`src/rtl/riscv_pkg.sv`:
```
// Shared RV32I definitions for the multicycle controller: opcodes, ALU codes,
// datapath select encodings, FSM states and the opcode classifier.
package riscv_pkg;

   localparam int ALU_CONTROL_WIDTH = 4;

   localparam logic [6:0] OP_R      = 7'b0110011;
   localparam logic [6:0] OP_I      = 7'b0010011;
   localparam logic [6:0] OP_LOAD   = 7'b0000011;
   localparam logic [6:0] OP_STORE  = 7'b0100011;
   localparam logic [6:0] OP_BRANCH = 7'b1100011;
   localparam logic [6:0] OP_JAL    = 7'b1101111;
   localparam logic [6:0] OP_JALR   = 7'b1100111;

   localparam logic [3:0] ALU_ADD  = 4'd0;
   localparam logic [3:0] ALU_SUB  = 4'd1;
   localparam logic [3:0] ALU_AND  = 4'd2;
   localparam logic [3:0] ALU_OR   = 4'd3;
   localparam logic [3:0] ALU_XOR  = 4'd4;
   localparam logic [3:0] ALU_SLT  = 4'd5;
   localparam logic [3:0] ALU_SLTU = 4'd6;
   localparam logic [3:0] ALU_SLL  = 4'd7;
   localparam logic [3:0] ALU_SRL  = 4'd8;
   localparam logic [3:0] ALU_SRA  = 4'd9;

   localparam logic [1:0] IMM_I = 2'b00;
   localparam logic [1:0] IMM_S = 2'b01;
   localparam logic [1:0] IMM_B = 2'b10;
   localparam logic [1:0] IMM_J = 2'b11;

   localparam logic [1:0] RES_ALU = 2'b00;
   localparam logic [1:0] RES_PC4 = 2'b01;
   localparam logic [1:0] RES_MEM = 2'b10;

   localparam logic [1:0] SRCA_REG = 2'b00;

   typedef enum logic [2:0] {FETCH, DECODE, EXEC, MEM, WB, HALT} state_e;

   typedef enum logic [2:0] {
      CL_R, CL_I, CL_LOAD, CL_STORE, CL_BRANCH, CL_JAL, CL_JALR, CL_ILLEGAL
   } class_e;

   // Only word loads/stores are supported, so other widths classify as illegal.
   function automatic class_e classify(input logic [31:0] ins);
      case (ins[6:0])
         OP_R:      return CL_R;
         OP_I:      return CL_I;
         OP_LOAD:   return (ins[14:12] == 3'b010) ? CL_LOAD : CL_ILLEGAL;
         OP_STORE:  return (ins[14:12] == 3'b010) ? CL_STORE : CL_ILLEGAL;
         OP_BRANCH: return CL_BRANCH;
         OP_JAL:    return CL_JAL;
         OP_JALR:   return CL_JALR;
         default:   return CL_ILLEGAL;
      endcase
   endfunction

   function automatic logic [3:0] aluDecode(input logic [2:0] funct3,
                                            input logic funct7b5,
                                            input logic isR);
      case (funct3)
         3'b000:  return (isR && funct7b5) ? ALU_SUB : ALU_ADD;
         3'b001:  return ALU_SLL;
         3'b010:  return ALU_SLT;
         3'b011:  return ALU_SLTU;
         3'b100:  return ALU_XOR;
         3'b101:  return funct7b5 ? ALU_SRA : ALU_SRL;
         3'b110:  return ALU_OR;
         default: return ALU_AND;
      endcase
   endfunction

endpackage

```
`src/rtl/mc_controller_if.sv`:
```
// Control/handshake bundle between the multicycle controller (master) and the
// datapath plus instruction/data memories (slave).
interface mc_controller_if #(
   parameter int ALUcontrolWidth = riscv_pkg::ALU_CONTROL_WIDTH
);
   logic [31:0]                instr;
   logic                       zero;
   logic                       negative;
   logic                       overflow;
   logic                       carry;
   logic                       imemValid;
   logic                       dmemReady;
   logic                       regWrite;
   logic                       PCsrc;
   logic                       ALUsrcB;
   logic                       Jsrc;
   logic [ALUcontrolWidth-1:0] ALUcontrol;
   logic [1:0]                 immSrc;
   logic [1:0]                 resultSrc;
   logic [1:0]                 ALUsrcA;
   logic                       pcEn;
   logic                       instrEn;
   logic                       imemReq;
   logic                       dmemReq;
   logic                       dmemWe;
   logic                       halted;
   logic                       busErr;

   modport master (
      input  instr, zero, negative, overflow, carry, imemValid, dmemReady,
      output regWrite, PCsrc, ALUsrcB, Jsrc, ALUcontrol, immSrc, resultSrc,
             ALUsrcA, pcEn, instrEn, imemReq, dmemReq, dmemWe, halted, busErr
   );

   modport slave (
      output instr, zero, negative, overflow, carry, imemValid, dmemReady,
      input  regWrite, PCsrc, ALUsrcB, Jsrc, ALUcontrol, immSrc, resultSrc,
             ALUsrcA, pcEn, instrEn, imemReq, dmemReq, dmemWe, halted, busErr
   );
endinterface

```
`src/rtl/branch_unit.sv`:
```
// Branch condition evaluation from funct3 and ALU flags of a SUB compare.
// Combinational so it can be reused by a pipelined core.
module branch_unit (
   input  logic [2:0] i_funct3,
   input  logic       i_zero,
   input  logic       i_negative,
   input  logic       i_overflow,
   input  logic       i_carry,
   output logic       o_taken,
   output logic       o_illegal
);
   logic w_less;

   // carry=1 means the subtraction did not borrow, i.e. rs1 >= rs2 unsigned.
   assign w_less = i_negative ^ i_overflow;

   always_comb begin
      o_taken   = 1'b0;
      o_illegal = 1'b0;
      case (i_funct3)
         3'b000:  o_taken = i_zero;
         3'b001:  o_taken = !i_zero;
         3'b100:  o_taken = w_less;
         3'b101:  o_taken = !w_less;
         3'b110:  o_taken = !i_carry;
         3'b111:  o_taken = i_carry;
         default: o_illegal = 1'b1;
      endcase
   end
endmodule

```
`src/rtl/mc_controller.sv`:
```
// Multicycle RV32I control FSM: FETCH, DECODE, EXEC, MEM, WB, HALT.
// Define MC_TIMEOUT_EN to halt with busErr when a memory stalls MEM_TIMEOUT cycles.
module mc_controller
   import riscv_pkg::*;
#(
   parameter int ALUcontrolWidth = ALU_CONTROL_WIDTH
`ifdef MC_TIMEOUT_EN
   , parameter int MEM_TIMEOUT = 16
`endif
) (
   input logic             clk,
   input logic             rst,
   mc_controller_if.master bus
);
   state_e r_state;
   class_e w_class;
   logic   w_taken;
   logic   w_branchIllegal;
   logic   w_isStore;
   logic   w_stall;
   logic   w_timeout;
   logic   w_busErr;
   logic   w_unused;

   assign w_class   = classify(bus.instr);
   assign w_isStore = (w_class == CL_STORE);
   assign w_stall   = ((r_state == FETCH) && !bus.imemValid) ||
                      ((r_state == MEM) && !bus.dmemReady);
   assign w_unused  = ^{bus.instr[31], bus.instr[29:15], bus.instr[11:7]};

   branch_unit uBranch (
      .i_funct3   (bus.instr[14:12]),
      .i_zero     (bus.zero),
      .i_negative (bus.negative),
      .i_overflow (bus.overflow),
      .i_carry    (bus.carry),
      .o_taken    (w_taken),
      .o_illegal  (w_branchIllegal)
   );

`ifdef MC_TIMEOUT_EN
   localparam int CntWidth = $clog2(MEM_TIMEOUT + 1);
   logic [CntWidth-1:0] r_waitCnt;
   logic                r_busErr;

   // Any non-stall cycle precedes entry to FETCH/MEM, so clearing there restarts the count.
   assign w_timeout = w_stall && (r_waitCnt == CntWidth'(MEM_TIMEOUT - 1));
   assign w_busErr  = r_busErr;

   always_ff @(posedge clk) begin
      if (rst) begin
         r_waitCnt <= '0;
         r_busErr  <= 1'b0;
      end else begin
         r_waitCnt <= w_stall ? r_waitCnt + 1'b1 : '0;
         if (w_timeout) r_busErr <= 1'b1;
      end
   end
`else
   assign w_timeout = 1'b0;
   assign w_busErr  = 1'b0;
`endif

   always_ff @(posedge clk) begin
      if (rst) begin
         r_state <= FETCH;
      end else begin
         case (r_state)
            FETCH:   if (bus.imemValid) r_state <= DECODE;
                     else if (w_timeout) r_state <= HALT;
            DECODE:  r_state <= (w_class == CL_ILLEGAL) ? HALT : EXEC;
            EXEC:    if (w_class == CL_LOAD || w_class == CL_STORE) r_state <= MEM;
                     else if (w_class == CL_BRANCH && w_branchIllegal) r_state <= HALT;
                     else r_state <= FETCH;
            MEM:     if (bus.dmemReady) r_state <= w_isStore ? FETCH : WB;
                     else if (w_timeout) r_state <= HALT;
            WB:      r_state <= FETCH;
            default: r_state <= HALT;
         endcase
      end
   end

   // Outputs are forced low during reset so an abandoned access never writes.
   always_comb begin
      bus.regWrite   = 1'b0;
      bus.PCsrc      = 1'b0;
      bus.ALUsrcB    = 1'b0;
      bus.Jsrc       = 1'b0;
      bus.ALUcontrol = '0;
      bus.immSrc     = IMM_I;
      bus.resultSrc  = RES_ALU;
      bus.ALUsrcA    = SRCA_REG;
      bus.pcEn       = 1'b0;
      bus.instrEn    = 1'b0;
      bus.imemReq    = 1'b0;
      bus.dmemReq    = 1'b0;
      bus.dmemWe     = 1'b0;
      bus.halted     = 1'b0;
      bus.busErr     = !rst && w_busErr;
      if (!rst) begin
         case (r_state)
            FETCH: begin
               bus.imemReq = 1'b1;
               bus.instrEn = bus.imemValid;
            end
            EXEC: begin
               case (w_class)
                  CL_R, CL_I: begin
                     bus.ALUsrcB    = (w_class == CL_I);
                     bus.ALUcontrol = ALUcontrolWidth'(aluDecode(bus.instr[14:12],
                                         bus.instr[30], w_class == CL_R));
                     bus.regWrite   = 1'b1;
                     bus.pcEn       = 1'b1;
                  end
                  CL_BRANCH: begin
                     bus.ALUcontrol = ALUcontrolWidth'(ALU_SUB);
                     bus.immSrc     = IMM_B;
                     bus.pcEn       = !w_branchIllegal;
                     bus.PCsrc      = w_taken && !w_branchIllegal;
                  end
                  CL_JAL, CL_JALR: begin
                     bus.immSrc    = (w_class == CL_JAL) ? IMM_J : IMM_I;
                     bus.Jsrc      = (w_class == CL_JALR);
                     bus.PCsrc     = 1'b1;
                     bus.pcEn      = 1'b1;
                     bus.regWrite  = 1'b1;
                     bus.resultSrc = RES_PC4;
                  end
                  CL_LOAD, CL_STORE: begin
                     bus.ALUsrcB    = 1'b1;
                     bus.ALUcontrol = ALUcontrolWidth'(ALU_ADD);
                     bus.immSrc     = w_isStore ? IMM_S : IMM_I;
                  end
                  default: ;
               endcase
            end
            MEM: begin
               bus.ALUsrcB    = 1'b1;
               bus.ALUcontrol = ALUcontrolWidth'(ALU_ADD);
               bus.immSrc     = w_isStore ? IMM_S : IMM_I;
               bus.dmemReq    = 1'b1;
               bus.dmemWe     = w_isStore;
               bus.pcEn       = w_isStore && bus.dmemReady;
            end
            WB: begin
               bus.ALUsrcB    = 1'b1;
               bus.ALUcontrol = ALUcontrolWidth'(ALU_ADD);
               bus.regWrite   = 1'b1;
               bus.resultSrc  = RES_MEM;
               bus.pcEn       = 1'b1;
            end
            HALT:    bus.halted = 1'b1;
            default: ;
         endcase
      end
   end
endmodule

```
`src/flat_wrapper.sv`:
```
// flat-port wrapper written by rule: the top's interface ports become plain ports
module mc_controller_flat import riscv_pkg::*;
#(
   parameter int ALUcontrolWidth = ALU_CONTROL_WIDTH

)
  (clk, rst, bus_instr, bus_zero, bus_negative, bus_overflow, bus_carry, bus_imemValid, bus_dmemReady, bus_regWrite, bus_PCsrc, bus_ALUsrcB, bus_Jsrc, bus_ALUcontrol, bus_immSrc, bus_resultSrc, bus_ALUsrcA, bus_pcEn, bus_instrEn, bus_imemReq, bus_dmemReq, bus_dmemWe, bus_halted, bus_busErr);
  mc_controller_if #(.ALUcontrolWidth(ALUcontrolWidth)) bus_i ();
  input logic clk;
  input logic rst;
  input wire logic [$bits(bus_i.instr)-1:0] bus_instr;
  input wire logic [$bits(bus_i.zero)-1:0] bus_zero;
  input wire logic [$bits(bus_i.negative)-1:0] bus_negative;
  input wire logic [$bits(bus_i.overflow)-1:0] bus_overflow;
  input wire logic [$bits(bus_i.carry)-1:0] bus_carry;
  input wire logic [$bits(bus_i.imemValid)-1:0] bus_imemValid;
  input wire logic [$bits(bus_i.dmemReady)-1:0] bus_dmemReady;
  output wire logic [$bits(bus_i.regWrite)-1:0] bus_regWrite;
  output wire logic [$bits(bus_i.PCsrc)-1:0] bus_PCsrc;
  output wire logic [$bits(bus_i.ALUsrcB)-1:0] bus_ALUsrcB;
  output wire logic [$bits(bus_i.Jsrc)-1:0] bus_Jsrc;
  output wire logic [$bits(bus_i.ALUcontrol)-1:0] bus_ALUcontrol;
  output wire logic [$bits(bus_i.immSrc)-1:0] bus_immSrc;
  output wire logic [$bits(bus_i.resultSrc)-1:0] bus_resultSrc;
  output wire logic [$bits(bus_i.ALUsrcA)-1:0] bus_ALUsrcA;
  output wire logic [$bits(bus_i.pcEn)-1:0] bus_pcEn;
  output wire logic [$bits(bus_i.instrEn)-1:0] bus_instrEn;
  output wire logic [$bits(bus_i.imemReq)-1:0] bus_imemReq;
  output wire logic [$bits(bus_i.dmemReq)-1:0] bus_dmemReq;
  output wire logic [$bits(bus_i.dmemWe)-1:0] bus_dmemWe;
  output wire logic [$bits(bus_i.halted)-1:0] bus_halted;
  output wire logic [$bits(bus_i.busErr)-1:0] bus_busErr;
  assign bus_i.instr = bus_instr;
  assign bus_i.zero = bus_zero;
  assign bus_i.negative = bus_negative;
  assign bus_i.overflow = bus_overflow;
  assign bus_i.carry = bus_carry;
  assign bus_i.imemValid = bus_imemValid;
  assign bus_i.dmemReady = bus_dmemReady;
  assign bus_regWrite = bus_i.regWrite;
  assign bus_PCsrc = bus_i.PCsrc;
  assign bus_ALUsrcB = bus_i.ALUsrcB;
  assign bus_Jsrc = bus_i.Jsrc;
  assign bus_ALUcontrol = bus_i.ALUcontrol;
  assign bus_immSrc = bus_i.immSrc;
  assign bus_resultSrc = bus_i.resultSrc;
  assign bus_ALUsrcA = bus_i.ALUsrcA;
  assign bus_pcEn = bus_i.pcEn;
  assign bus_instrEn = bus_i.instrEn;
  assign bus_imemReq = bus_i.imemReq;
  assign bus_dmemReq = bus_i.dmemReq;
  assign bus_dmemWe = bus_i.dmemWe;
  assign bus_halted = bus_i.halted;
  assign bus_busErr = bus_i.busErr;
  mc_controller #(.ALUcontrolWidth(ALUcontrolWidth)) u_core (.clk(clk), .rst(rst), .bus(bus_i));
endmodule
```
`config.mk`:
```
export PLATFORM = sky130hd
export DESIGN_NAME = mc_controller_flat
export DESIGN_NICKNAME = d
export VERILOG_FILES = /design/src/rtl/riscv_pkg.sv /design/src/rtl/mc_controller_if.sv /design/src/rtl/branch_unit.sv /design/src/rtl/mc_controller.sv /design/src/flat_wrapper.sv
export SDC_FILE = /design/constraint.sdc
export NUM_CORES = 1
export LEC_CHECK = 0
export CAP_MARGIN = 40
export CELL_PAD_IN_SITES_DETAIL_PLACEMENT = 1
export CELL_PAD_IN_SITES_GLOBAL_PLACEMENT = 1
export CORE_MARGIN = 3
export CORE_UTILIZATION = 23
export DETAILED_ROUTE_END_ITERATION = 6
export GPL_TIMING_DRIVEN = 0
export PLACE_DENSITY_LB_ADDON = 0.1
export SYNTH_ARGS = -nofsm -noshare
export SYNTH_HDL_FRONTEND = slang
export SYNTH_SLANG_ARGS = --single-unit
```
`constraint.sdc`:
```
create_clock -name clk -period 4.9 [get_ports clk]
set_input_delay 0.735 -clock clk [delete_from_list [all_inputs] [get_ports clk]]
set_output_delay 0.735 -clock clk [all_outputs]
set_load 0.01 [all_outputs]
```
Yosys cells after proc, flatten, opt, wreduce, memory -nomap -nowiden
Cells that the tools add are included.
{"block": "totals", "reg_bits": 3, "in_bits": 40, "wordCells": 99}
{"block": "op_classes", "eq_ne": 28, "muxes": 51, "bitwise_logic": 1, "reduce_logical": 18}
{"op": "$eq A3 B3 Y1 const B", "count": 10}
{"op": "$pmux W4 S7", "count": 1}
{"op": "$mux W1", "count": 24}
{"op": "$mux W3", "count": 8}
{"op": "$eq A7 B7 Y1 const B", "count": 3}
{"op": "$pmux W3 S7", "count": 1}
{"op": "$eq A3 B2 Y1 const B", "count": 6}
{"op": "$pmux W3 S5", "count": 1}
{"op": "$eq A7 B6 Y1 const B", "count": 2}
{"op": "$pmux W1 S2", "count": 5}
{"op": "$eq A3 B1 Y1 const B", "count": 3}
{"op": "$logic_not A3 Y1", "count": 3}
{"op": "$mux W4", "count": 2}
{"op": "$pmux W2 S2", "count": 2}
{"op": "$pmux W4 S2", "count": 1}
{"op": "$reduce_or A2 Y1", "count": 4}
{"op": "$eq A7 B2 Y1 const B", "count": 1}
{"op": "$eq A7 B5 Y1 const B", "count": 1}
{"op": "$mux W2", "count": 3}
{"op": "$pmux W1 S6", "count": 1}
{"op": "$pmux W2 S3", "count": 1}
{"op": "$reduce_or A6 Y1", "count": 1}
{"op": "$logic_and A1 B1 Y1", "count": 4}
{"op": "$ne A2 B2 Y1 const B", "count": 2}
{"op": "6 further kinds", "count": 8}

Longest topological paths before layout
Gate-level depths: netlist of run 1.
{"block": "logic_depth", "ltp_word": 10, "mapped_depth": 6, "depth_no_buf": 5}

Hierarchy
Synthesis of run 1 repeated with hierarchy kept, for this count alone.
{"block": "hier_totals", "cells_unflattened": 113, "area_unflattened_um2": 850.8}
{"mod": "mc_controller", "instances": 1, "cells_per_inst": 102, "area_per_inst_um2": 777.0, "seq_area_each_um2": 60.1}
{"mod": "branch_unit", "instances": 1, "cells_per_inst": 11, "area_per_inst_um2": 73.8, "seq_area_each_um2": 0.0}

Worst setup path before layout of run 1
OpenSTA, ideal clock, no wires.
{"block": "synth_timing", "path_kind": "input to output", "from": "input port bus_instr[2]", "to": "output port bus_immSrc[0]", "arrival_time_ns": 1.995, "required_time_ns": 4.165, "setup_slack_ns": 2.170, "stages": 6, "path_buffers": 1, "cell_sequence": "buf_4 and4bb_4 o211a_2 and2_1 o21ai_0 a21oi_1"}
{"block": "synth_between", "elab_chain_len": 7, "word_cells_on_any_way": 20, "cone_classes": "eq/ne (12); mux (6); reduce/logical (2)"}
{"item": "start: declaration", "line_no": "flat_wrapper.sv:11", "text": "input wire logic [$bits(bus_i.instr)-1:0] bus_instr;"}
{"item": "$eq A7 B7 Y1, or another cell as far along", "line_no": "riscv_pkg.sv:45", "text": "case (ins[6:0])"}
{"item": "$pmux W3 S7 (*)", "line_no": "riscv_pkg.sv:45"}
{"item": "$eq A3 B2 Y1, or another cell as far along", "line_no": "mc_controller.sv:26, mc_controller.sv:107"}
{"item": "$mux W1, or another cell as far along", "line_no": "mc_controller.sv:132, mc_controller.sv:140"}
{"item": "$pmux W2 S3", "line_no": "mc_controller.sv:107", "text": "case (w_class)"}
{"item": "$pmux W2 S2 (*)", "line_no": "mc_controller.sv:101", "text": "case (r_state)"}
{"item": "$mux W2 (*)", "line_no": "mc_controller.sv:100", "text": "if (!rst) begin"}
{"item": "end: declaration", "line_no": "flat_wrapper.sv:23", "text": "output wire logic [$bits(bus_i.immSrc)-1:0] bus_immSrc;"}
Every way passes the cells marked *; elsewhere a longest branch is shown, timed or not.

Worst setup path in the final report of run 1
{"block": "layout_timing", "from": "input port rst", "to": "output port bus_ALUcontrol[3]"}
{"block": "layout_between", "elab_chain_len": 1}
{"item": "start: declaration", "line_no": "flat_wrapper.sv:10", "text": "input logic rst;"}
{"item": "$mux W4", "line_no": "mc_controller.sv:100"}
{"item": "end: declaration", "line_no": "flat_wrapper.sv:22", "text": "output wire logic [$bits(bus_i.ALUcontrol)-1:0] bus_ALUcontrol;"}
No other way between the ends.

==> results by group, run 1 <==
Timing
  • Slew headroom: 66.68%
  • Crit path time final: 3.883 ns
  • Setup TNS: 0 ns
  • Tcrit/Tclk final: 79.25%
  • Final Hold Fails: 0
  • Slew Viols, Final: 0
  • Worst-margin pin slew: 0.4988 ns
  • Min Hold Slack: 0.6502 ns
  • Max Fclk: 257.5 MHz
  • Post-Route Skew: 0.01113 ns
  • Setup violators final: 0
  • Unrepaired setup endpoints after global routing: no

Detailed routing
  • Antenna viol nets, final: 0
  • DRT Wirelength: 2824 um
  • Vias/cell: 4.929
  • Vias: 966
  • Initial drt markers: 33
  • DRC violations left: 0
  • Avg WL per Cell: 14.41 um
  • DR pass1 iterations: 2

Clock network
  • CTS tree: built
  • CTS Buf Count: 3
  • Worst-path clk slew: 0.05 ns
  • Clock Tree Buf Depth: 2
  • Root Buffer: clkbuf_4
  • Worst-Skew Late Latency: 0.25 ns
  • Hold Buf Count CTS: 0
  • Postcts setup bufs: 0
  • CTS sink cnt: 3
  • CTS resizes: 0
  • H-tree depth: 1

Yosys
  • Yosys cell types: 49
  • Post-Synth Adder-Cell Area: 0%
  • #FFs+latches synth: 3
  • Simple-gate portion of the synthesized area: 43.11%
  • EDFF count, synth: 0
  • Largest family of logic cells by synthesized area: simple AND/OR/NAND/NOR gates
  • Multiplexer share of the synthesized area: 3.170%
  • Register area share after synthesis: 7.607%
  • Mapped Area: 789.5 um2
  • Top post-synthesis cells by area: dfxtp_1 7.6%, nor2_1 6.2%, buf_4 4.8%
  • Fraction of the mapped netlist area in compound gates: 31.38%
  • Most common flop cell mapped by yosys: dfxtp_1
  • Cell taking the most area after synthesis: dfxtp_1
  • Synth top area share: 7.607%
  • Post-synthesis xor/xnor area fraction: 4.437%
  • Async SR Flop Fraction: 0%
  • Synth Warn #: 0
  • Top cells by count, synth: 13 x nor2_1, 7 x o21ai_0
  • Syn Inst Count: 114
  • Most frequent cell after synthesis: nor2_1
  • Avg Inst Size Synth: 6.925 um2

Power and ir drop
  • Peak supply drop: 0.00006498 V
  • PD cells: 177.3 nW/um2
  • Leak: 0.0004378 uW
  • Total chip power: 212.5 uW

Layout
  • Largest registers: u_core.r_state (3)
  • Reg with most FFs: u_core.r_state
  • Synth-to-Final Area Change: 51.82%
  • NumNets Final: 193
  • Post-route cell area: 1199 um2
  • Diode count: 0
  • Layout cells sized above 1: 15.13%
  • Cell Count, Final, Fillers Out: 196
  • Largest register FFs: 3

Global route
  • Met3 usage: 1.733%
  • Gr ovfl total: 0
  • Pin count of the biggest net entering global routing: 11
  • Global-route wire length before repair: 4836 um
  • M1 GR Usage: 18.26%
  • GR Util met2: 24.74%
  • Initial antenna violation count: 0
  • Global-route usage over all layers: 14.20%
  • Via count of the first global-routing pass: 1039
  • Most Used Layer, Global Route: met2

Floorplan
  • I/O Pins: 61
  • Initial core utilization: 25.04%
  • Rows: 20
  • DIE WIDTH: 64.59 um
  • Die Area: 4172 um2
  • Die Span Y: 64.59 um
  • Core ar.: 3153 um2

Place
  • GP Congestion: 0.8595
  • Detailed Place HPWL: 2224 um
  • Cell total after placement: 192
  • Placed Area: 1172 um2
  • I/O Buffers: 32

Worst setup path
  • Worst R2R Setup Slack: 3.33 ns
  • Crit path DAT: 3.15 ns
  • WS Path Type: primary input to output pin
  • Crit-path max FO: 7
  • Crit end category: output pin
  • R2R cell count: 5
  • WP data required: 4.16 ns
  • Startpoint Class: primary input

Outcome
  • Status: complete, no violations

Min path
  • Worst hold path depth: 3
  • HP Class: flip-flop to flip-flop

Run
  • Max Cap Viol: 0
## critical path, stage by stage
cell	delay [ns]
clkdlybuf4s50_1	0.53
or2_2	0.36
nor2b_1	0.42
nand3_1	0.23
nor4b_1	0.29
clkdlybuf4s50_1	0.58
## cells in the final DEF (no fill, tap or decap), types with 2 or more instances in the layout
cell             synthesis  layout
clkbuf_1                 3       4
nor4_1                   3       3
o21a_1                   2       2
xnor2_1                  4       4
nand3_1                  4       4
and2_1                   2       2
nor2b_1                  5       5
or2_2                    3       3
nand2_1                  5       5
buf_2                    2       2
or3_1                    2       2
nor4b_1                  3       3
dfxtp_1                  3       3
buf_4                    5       5
nor3_1                   4       4
o21ai_0                  7       7
a21oi_1                  5       5
nor2_1                  13      13
o211a_1                  3       3
conb_1                   1       3
inv_1                    5       5
clkbuf_4                 0       3
nand2b_1                 3       3
clkdlybuf4s50_1          0      32
## stage by stage
step | util (%) | setup WS (ns)
2_1_floorplan | - | 2.170
3_3_place_gp | 37.18 | 1.005
3_5_place_dp | 37.18 | 0.9338
4_1_cts | 38.02 | 0.9320
5_1_grt | 38.02 | 0.7585
6_report | 38.02 | 1.017
## cell families (layout without fill, tap and decap cells)
kind of cell           count (synthesis)  count (layout)
buffers and inverters                 15              51
AND/OR/NAND/NOR                       56              56
flip-flops                             3               3
AO/OA/AOI/OAI                         33              33
XOR/XNOR                               4               4
other                                  1               3
multiplexers                           2               2
## area by class of cell
cell class                 count  area, um2
buffer                        10      58.81
clock buffer                   4      26.28
fill                         436       1954
sequential                     3      60.06
tap                           44      55.05
multi-input combinational     98      659.4
timing repair buffer          32      320.3
inverter                       5      18.77
## worst paths after layout
kind	to	start
worst min-delay path	u_core.r_state[2]	u_core.r_state[0]
worst max register to register	u_core.r_state[1]	u_core.r_state[1]
worst min register to register	u_core.r_state[2]	u_core.r_state[0]
worst max-delay path	bus_ALUcontrol[3]	rst
## power by group
part           internal [uW]  switching (uW)
clock                   30.8            17.1
sequential              29.8            4.35
combinational           64.3            66.2
total                    125            87.6
## per-layer routing
layer  part of all wire (%)  routed length, um
met4                    1.4                 39
met2                     46               1300
met1                     48               1365
met3                    4.2                118
met5                      0                  0
(Power assumes the default switching activity.)
==> inputs of run 2 (changes only) <==
Settings changed: CORE_UTILIZATION 23 to 19.
Clock period 4.9 ns to 3.31 ns, I/O delays scaled along.
==> run 2 against run 1 <==
Compared with the run above:
- highest routed layer unchanged
- core utilization is 4.3 points lower
- global-route usage is 2.6 points lower
- largest power group unchanged
- clock power is 120% higher
- power is 68% higher
- worst hold slack better by 0.016 ns
- clock-buffer cell count stayed put
- cell area is 7.7% higher
- routed wire length is 1.0% higher
- sequential share of layout area is 0.36 points lower
- non-clock buffer count is 1 higher
==> results by group, run 2 (synthesized netlist as in run 1, its figures left out) <==
Outcome
  • Status: complete, no violations

Clock network
  • Root Buffer: clkbuf_8
  • CTS Buf Count: 3
  • CTS tree: built
  • CTS sink cnt: 3
  • Hold Buf Count CTS: 0
  • Clock Tree Buf Depth: 2
  • H-tree depth: 1
  • Worst-path clk slew: 0.03 ns
  • Worst-Skew Late Latency: 0.21 ns

Place
  • Detailed Place HPWL: 2266 um
  • I/O Buffers: 32
  • GP Congestion: 0.8117
  • Cell total after placement: 196
  • DP Worst Slack: -0.07242 ns

Floorplan
  • Rows: 22
  • Die Span Y: 70.46 um
  • DIE WIDTH: 70.46 um
  • Initial core utilization: 20.63%
  • Core ar.: 3826 um2
  • I/O Pins: 61
  • Die Area: 4965 um2

Global route
  • Initial antenna violation count: 0
  • Global-route wire length before repair: 4871 um
  • Pin count of the biggest net entering global routing: 11
  • Via count of the first global-routing pass: 967
  • Global-route usage over all layers: 11.62%
  • Gr ovfl total: 0

Worst setup path
  • WP data required: 2.81 ns
  • Worst R2R Setup Slack: 1.77 ns
  • Crit end category: output pin
  • Startpoint Class: primary input
  • Crit path DAT: 2.67 ns
  • Crit-path max FO: 7
  • WS Path Type: primary input to output pin

Timing
  • Slew Viols, Final: 0
  • Post-Route Skew: 0.002010 ns
  • Crit path time final: 3.170 ns
  • Unrepaired setup endpoints after global routing: no
  • Tcrit/Tclk final: 95.76%
  • Max Fclk: 315.5 MHz
  • Min Hold Slack: 0.6664 ns
  • Setup violators final: 0
  • Final Hold Fails: 0
  • Worst Slack Setup Final: 0.1405 ns

Layout
  • Synth-to-Final Area Change: 63.55%
  • Largest register FFs: 3
  • Diode count: 0
  • Layout cells sized above 1: 19.61%
  • Cell Count, Final, Fillers Out: 201
  • NumNets Final: 194
  • Commonest non-fill, non-tap cell in the layout: clkdlybuf4s50_1
  • Most frequent cells in the layout: 29 x clkdlybuf4s50_1, 12 x nor2_1, 7 x o21ai_0
  • Reg with most FFs: u_core.r_state
  • Largest registers: u_core.r_state (3)

Run
  • Max Cap Viol: 0

Power and ir drop
  • Leak: 0.0005035 uW
  • Peak supply drop: 0.0002839 V
  • PD cells: 275.8 nW/um2
  • Total chip power: 356.2 uW

Detailed routing
  • DR pass1 iterations: 4
  • Avg WL per Cell: 14.19 um
  • DRC violations left: 0
  • Vias: 987
  • Initial drt markers: 31
  • Vias/cell: 4.910
  • DRT Wirelength: 2853 um
  • Antenna viol nets, final: 0

Min path
  • HP Class: flip-flop to flip-flop
[run 2: cell types whose count changed in the layout (fill, tap and decap cells not counted), moves of 3 or more]
cell,before,now
clkbuf_8,0,3
dlymetal6s2s_1,0,3
clkbuf_4,3,0
clkdlybuf4s50_1,32,29
[run 2: timing repair]
item,CTS,global route
hold endpoints to repair,0,0
resized for setup,2,12
buffers inserted,0,1
endpoints found under the setup margin,3,7
pin swaps,0,1
[run 2: final timing paths]
check / from / end / cells after the start
max: rst / bus_ALUcontrol[3] / 6
min reg2reg: u_core.r_state[0] / u_core.r_state[2] / 3
min: u_core.r_state[0] / u_core.r_state[2] / 3
max reg2reg: u_core.r_state[0] / u_core.r_state[1] / 3
[run 2: where the power goes]
group	internal, uW	switching, uW	leakage, uW	total [uW]
clock network	82.0	22.4	0.0000228	104
registers	44.2	6.44	0.0000247	50.7
logic	98.8	102	0.000456	201
[run 2: metal layers]
layer	vias up	track usage (%)	share of wire [%]
li1	496	-	-
met1	465	16.35	48
met2	23	17.88	47
met3	3	2.158	4.6
met4	0	3.191	0.74
met5	-	0	0
[run 2: layout make-up]
cell class	instances	area, um2
clock buffer	4	45.04
fill	485	2535
timing repair buffer	33	335.3
buffer	10	58.81
inverter	5	18.77
multi-input combinational	98	713.2
sequential	3	60.06
tap	48	60.06
[run 2: metrics by stage]
step / area (um2) / setup TNS (ns) / utilization [%]
finish: 1291 / 0 / 33.75
floorplan: 797.0 / 0 / -
global route: 1291 / 0 / 33.75
global placement: 1177 / -0.09789 / 30.77
detailed placement: 1177 / -0.08825 / 30.77
CTS: 1231 / 0 / 32.18
[run 2: worst max-delay path, cell delays in order]
cell,delay [ns]
clkdlybuf4s50_1,0.53
or2_2,0.38
nor2b_4,0.19
nand3_1,0.17
nor4b_1,0.31
clkdlybuf4s50_1,0.60
